--- src/rtl/fetch_queue_unit.sv ---
// Instruction fetch front end: single-outstanding imem reader feeding a
// DEPTH-entry {pc, instruction} FIFO, with flush/redirect squashing.
module fetch_queue_unit #(
  parameter int                 WIDTH    = 16,
  parameter int                 DEPTH    = 4,
  parameter logic [WIDTH-1:0]   PC_RESET = '0
) (
  input  logic                         clk,
  input  logic                         rst_n,
  input  logic [WIDTH-1:0]             imem_rdata,
  input  logic                         imem_resp,
  output logic                         imem_read,
  output logic [WIDTH-1:0]             imem_address,
  input  logic                         flush,
  input  logic [WIDTH-1:0]             redirect_pc,
  input  logic                         deq,
  output logic                         valid_out,
  output logic [WIDTH-1:0]             ir_out,
  output logic [WIDTH-1:0]             pc_out,
  output logic [WIDTH-1:0]             pc_plus2_out,
  output logic [$clog2(DEPTH+1)-1:0]   count
);

  localparam int CW = $clog2(DEPTH + 1);
  localparam int PW = $clog2(DEPTH);
  localparam logic [CW-1:0] DEPTH_C = CW'(DEPTH);

  localparam logic [1:0] S_IDLE = 2'd0;
  localparam logic [1:0] S_BUSY = 2'd1;
  localparam logic [1:0] S_DROP = 2'd2;

  logic [1:0]       state_q, state_d;
  logic [WIDTH-1:0] fetch_pc_q, fetch_pc_d;
  logic [WIDTH-1:0] req_addr_q, req_addr_d;
  logic [CW-1:0]    count_q, count_d;
  logic [PW-1:0]    head_q, head_d;
  logic [PW-1:0]    tail_q, tail_d;
  logic [WIDTH-1:0] ir_mem_q [DEPTH];
  logic [WIDTH-1:0] pc_mem_q [DEPTH];
  logic             push;
  logic             pop;

  always_comb begin
    state_d    = state_q;
    fetch_pc_d = fetch_pc_q;
    req_addr_d = req_addr_q;
    push       = 1'b0;
    case (state_q)
      S_IDLE: begin
        if (!flush && (count_q < DEPTH_C)) begin
          req_addr_d = fetch_pc_q;
          state_d    = S_BUSY;
        end
      end
      S_BUSY: begin
        if (flush) begin
          state_d = imem_resp ? S_IDLE : S_DROP;
        end else if (imem_resp) begin
          push       = 1'b1;
          fetch_pc_d = fetch_pc_q + WIDTH'(2);
          state_d    = S_IDLE;
        end
      end
      // The read cannot be withdrawn; wait it out and throw the data away.
      S_DROP: begin
        if (imem_resp) state_d = S_IDLE;
      end
      default: state_d = S_IDLE;
    endcase
    if (flush) fetch_pc_d = redirect_pc;
  end

  assign pop = !flush && deq && (count_q != '0);

  always_comb begin
    count_d = count_q;
    head_d  = head_q;
    tail_d  = tail_q;
    if (flush) begin
      count_d = '0;
      head_d  = '0;
      tail_d  = '0;
    end else begin
      if (pop)  head_d = head_q + PW'(1);
      if (push) tail_d = tail_q + PW'(1);
      case ({push, pop})
        2'b10:   count_d = count_q + CW'(1);
        2'b01:   count_d = count_q - CW'(1);
        default: count_d = count_q;
      endcase
    end
  end

  always_ff @(posedge clk or negedge rst_n) begin
    if (!rst_n) begin
      state_q    <= S_IDLE;
      fetch_pc_q <= PC_RESET;
      req_addr_q <= PC_RESET;
      count_q    <= '0;
      head_q     <= '0;
      tail_q     <= '0;
      for (int i = 0; i < DEPTH; i++) begin
        ir_mem_q[i] <= '0;
        pc_mem_q[i] <= '0;
      end
    end else begin
      state_q    <= state_d;
      fetch_pc_q <= fetch_pc_d;
      req_addr_q <= req_addr_d;
      count_q    <= count_d;
      head_q     <= head_d;
      tail_q     <= tail_d;
      if (push) begin
        ir_mem_q[tail_q] <= imem_rdata;
        pc_mem_q[tail_q] <= req_addr_q;
      end
    end
  end

  assign imem_read    = (state_q != S_IDLE);
  assign imem_address = req_addr_q;
  assign valid_out    = (count_q != '0);
  // Head fields are stale when empty; consumers qualify with valid_out.
  assign ir_out       = ir_mem_q[head_q];
  assign pc_out       = pc_mem_q[head_q];
  assign pc_plus2_out = pc_mem_q[head_q] + WIDTH'(2);
  assign count        = count_q;

endmodule

--- config.mk ---
export PLATFORM = sky130hd
export DESIGN_NAME = fetch_queue_unit
export DESIGN_NICKNAME = d
export VERILOG_FILES = /design/src/rtl/fetch_queue_unit.sv
export SDC_FILE = /design/constraint.sdc
export NUM_CORES = 1
export LEC_CHECK = 0
export ABC_CLOCK_PERIOD_IN_PS = 3100
export CAP_MARGIN = 30
export CORE_ASPECT_RATIO = 0.5
export CORE_MARGIN = 2
export CORE_UTILIZATION = 44
export CTS_BUF_LIST = sky130_fd_sc_hd__clkbuf_2
export CTS_CLUSTER_SIZE = 40
export DETAILED_ROUTE_END_ITERATION = 16
export GPL_TIMING_DRIVEN = 1
export PLACE_DENSITY_LB_ADDON = 0.25
export SLEW_MARGIN = 20
export SYNTH_ARGS = -nofsm -noshare
export SYNTH_HDL_FRONTEND = slang
export SYNTH_SLANG_ARGS = --single-unit
--- constraint.sdc ---
create_clock -name clk -period 3.1 [get_ports clk]
set_clock_uncertainty 0.15 [all_clocks]
set_input_delay 0.62 -clock clk [delete_from_list [all_inputs] [get_ports clk]]
set_output_delay 0.62 -clock clk [all_outputs]
set_load 0.005 [all_outputs]
==> impl_metrics.py <==
metrics = {
    "outcome": {
        "status": "finished, violations left",
        "violated_checks": "negative setup slack",
    },
    "flow_run": {
        "maxCapViolCount": 0,
    },
    "critical_path": {
        "start_kind": "flop",
        "worstPathArrival_ns": 2.81,
        "worst-setup-path-type": "reg -> out",
        "setup.worst_path.end_class": "output port",
        "timing.rr.start": "count[1]$_DFFE_PN0P_",
        "crit_path_start": "head_q[0]$_DFFE_PN0P_",
        "critPathMaxFanout": 5,
        "required_ns": 2.33,
    },
    "synth": {
        "seq_area_frac_synth": 0.544,
        "post_synth_inst_count": 530,
        "synth_nets": 574,
        "synthesis.yosys.warnings": 0,
        "netlist.top_cell.by_area": "dfrtp_1",
        "total_standard_cell_area_after_synthesis_sq_um": 7770,
        "synth.ff_latch_count": 169,
        "async_reset_ff_frac": 1.00,
        "avgSynthCellArea_sq_um": 14.7,
        "synth_flop_cell": "dfrtp_1",
        "post_synth_num_cell_types": 42,
        "synth.top_cell.area_share": 0.544,
        "yosys-top-cells-area": "dfrtp_1 (54%), mux2_2 (21%), mux4_2 (6.4%), mux4_1 (3.4%), xnor2_1 (2.5%)",
        "synth_enable_flop_cells": 0,
    },
    "layout": {
        "layout.nets": 740,
        "fillerInstances": 1403,
        "layout-area-overhead-vs-synth_pct": 26.9,
        "stdcell_count": 943,
        "layout.cell_area.non_filler_sq_um": 9860,
        "layout.cells.most_common": "dfrtp_1",
        "antennaDiodeCount": 0,
        "final_layout_size_suffix_gt1_frac": 0.496,
        "most-common-layout-cells": "dfrtp_1 (168), mux2_2 (145), clkdlybuf4s50_1 (57), buf_6 (39), buf_4 (33)",
    },
    "die": {
        "core_region_area_sq_um": 17300,
        "start_util": 0.449,
        "die_area_sq_um": 18800,
        "i_o_pin_cnt": 106,
        "die_x_um": 192,
        "fp-row-count": 34,
        "die_h_um": 98.0,
    },
    "placement": {
        "post-place-ws_ns": -0.0202,
        "placement.io_buffers": 105,
        "place.detailed.instances": 877,
        "dpl-instance-area_sq_um": 9270,
        "post-dp-hpwl_um": 11200,
        "routability_cong": 0.788,
    },
    "sta": {
        "final_critical_path_time_including_i_o_delays_and_setup_ns": 3.58,
        "final_max_slew_viol_count": 0,
        "finalHoldViolCount": 0,
        "timing.final.crit_share": 1.15,
        "final.setup.tns_ns": -6.46,
        "fin_hold_ws_ns": 0.263,
        "tightestPinTransition_ns": 0.744,
        "timing.final.setup_violations": 34,
        "timing.slew.headroom": 0.504,
        "max_freq_ghz": 0.279,
        "final_critical_path_setup_slack_ns": -0.480,
        "grt_setup_unrepaired": "true",
    },
    "global_routing": {
        "via_count_of_the_first_global_routing_pass": 5150,
        "grt_util_all_layers": 0.192,
        "grt_pass1_wl_um": 27600,
        "maximum_number_of_pins_on_one_net_before_global_route_repair": 77,
        "grt_overflow": 0,
        "antenna_found_initial": 0,
    },
    "pwr": {
        "cellLeakagePower_nw": 4.55,
        "power.ir.vdd_worst_mv": 0.359,
        "pwr_density_cell_nw_per_um2": 800,
    },
    "route": {
        "remaining_drc_errors": 0,
        "detailedRoute.firstPassIterationCount": 4,
        "first_iter_violations": 137,
        "routed-via-count": 4890,
        "via_per_inst": 5.19,
        "dr_wl_cell_um": 18.2,
        "wl_um": 17100,
        "ant_nets": 0,
    },
    "hold_path": {
        "holdCritPathClass": "in -> reg",
        "hold_path_startpoint": "redirect_pc[5]",
    },
    "cts": {
        "cts_tree": "built",
        "later_pin_clock_latency_in_the_skew_report_ns": 0.72,
        "cts.path.max_buffers": 2,
        "cts_inserted_buffers": 17,
        "cts.sinks": 169,
        "clockRootBuffer": "clkbuf_2",
        "cts.reportedPaths.clkPinSlew_ns": 0.27,
        "clock_tree.htree_level_count": 4,
    },
}
==> metrics by stage <==
| stage | util | power (mW) |
|---|---|---|
| after floorplan | - | 4.64 |
| after global placement | 0.535 | 6.38 |
| after detailed placement | 0.535 | 6.44 |
| after CTS | 0.566 | 7.85 |
| after global routing | 0.570 | 8.36 |
| final | 0.570 | 7.89 |
==> cell type report <==
type | count | area, sq um | area share
flip-flops and latches | 169 | 4230 | 0.429
multi-input cells | 325 | 3420 | 0.346
repair buffers | 176 | 1690 | 0.171
well taps | 234 | 293 | 0.0297
clock inverters | 14 | 116 | 0.0118
clock buffers | 18 | 90.1 | 0.00913
inverters | 7 | 28.8 | 0.00292
==> final timing paths <==
path                                             endpoint  cells past startpoint  slack, ns
max in group asynchronous         ir_mem_q[7]$_DFFE_PN0P_                      3       1.71
worst max-delay path                     pc_plus2_out[12]                      9      -0.48
worst max register to register       count[2]$_DFFE_PN0P_                      8       0.73
worst min-delay path            fetch_pc_q[5]$_DFFE_PN0P_                      3       0.26
worst min register to register   ir_mem_q[39]$_DFFE_PN0P_                      1       0.38
min in group asynchronous        pc_mem_q[53]$_DFFE_PN0P_                      2       0.31
==> kinds of logic (layout without fill, tap and decap cells) <==
| family | Yosys count | in the layout | share of synthesized area |
|---|---|---|---|
| AOI/OAI and AO/OA | 24 | 24 | 0.0174 |
| xor gates and xnor gates | 32 | 32 | 0.0361 |
| adders and majority gates | 7 | 7 | 0.0122 |
| buffers and inverters | 36 | 215 | 0.0254 |
| DFF | 169 | 169 | 0.544 |
| muxes | 178 | 178 | 0.309 |
| and+or+nand+nor | 84 | 84 | 0.0559 |
==> worst max-delay path, cell delays in order, from the launching register on <==
cell	delay, ns
dfrtp_2	0.54
buf_12	0.13
mux4_2	0.55
buf_6	0.16
nand3_2	0.08
nor3_2	0.04
buf_4	0.14
and3_1	0.15
xor2_1	0.15
buf_2	0.14
==> registers in the layout (all words and copies together) (netlist names) <==
| name | count |
|---|---|
| state_q | 2 |
| ir_mem_q | 64 |
| count | 3 |
| fetch_pc_q | 16 |
| head_q | 2 |
| imem_address | 16 |
| pc_mem_q | 64 |
| tail_q | 2 |
==> layer usage <==
metal / share of wire / track usage
met2: 0.49 / 0.320
met5: 0 / 0
met3: 0.032 / 0.0460
met1: 0.47 / 0.258
met4: 0.0093 / 0.0432
==> report_power, final <==
group / switching [mW] / internal [mW] / leakage [nW]
sequential: 0.464 / 2.75 / 2.21
clock: 0.812 / 0.229 / 0.119
combinational: 1.29 / 2.35 / 2.22
==> repair_timing <==
item	in CTS	in global routing
resized for setup	216	51
pin swaps	8	7
endpoints found under the hold margin	71	0
gates cloned	2	0
buffers inserted	29	11
endpoints found under the setup margin	48	48
hold buffers	1	0
==> cell usage after synthesis, types with 2 or more instances <==
cell type,count
dfrtp_1,169
mux2_2,145
nand2_1,35
mux4_2,22
xnor2_1,22
buf_2,15
o21ai_0,15
nor2_1,12
mux4_1,10
xor2_1,10
inv_1,7
clkbuf_1,6
ha_1,6
nand3_1,6
a21oi_1,5
nor3_1,5
and2_1,4
nand4_1,4
buf_4,3
nor2b_1,3
a221oi_1,2
and3_1,2
and4_1,2
buf_6,2
Power figures use the tool's default switching activity.
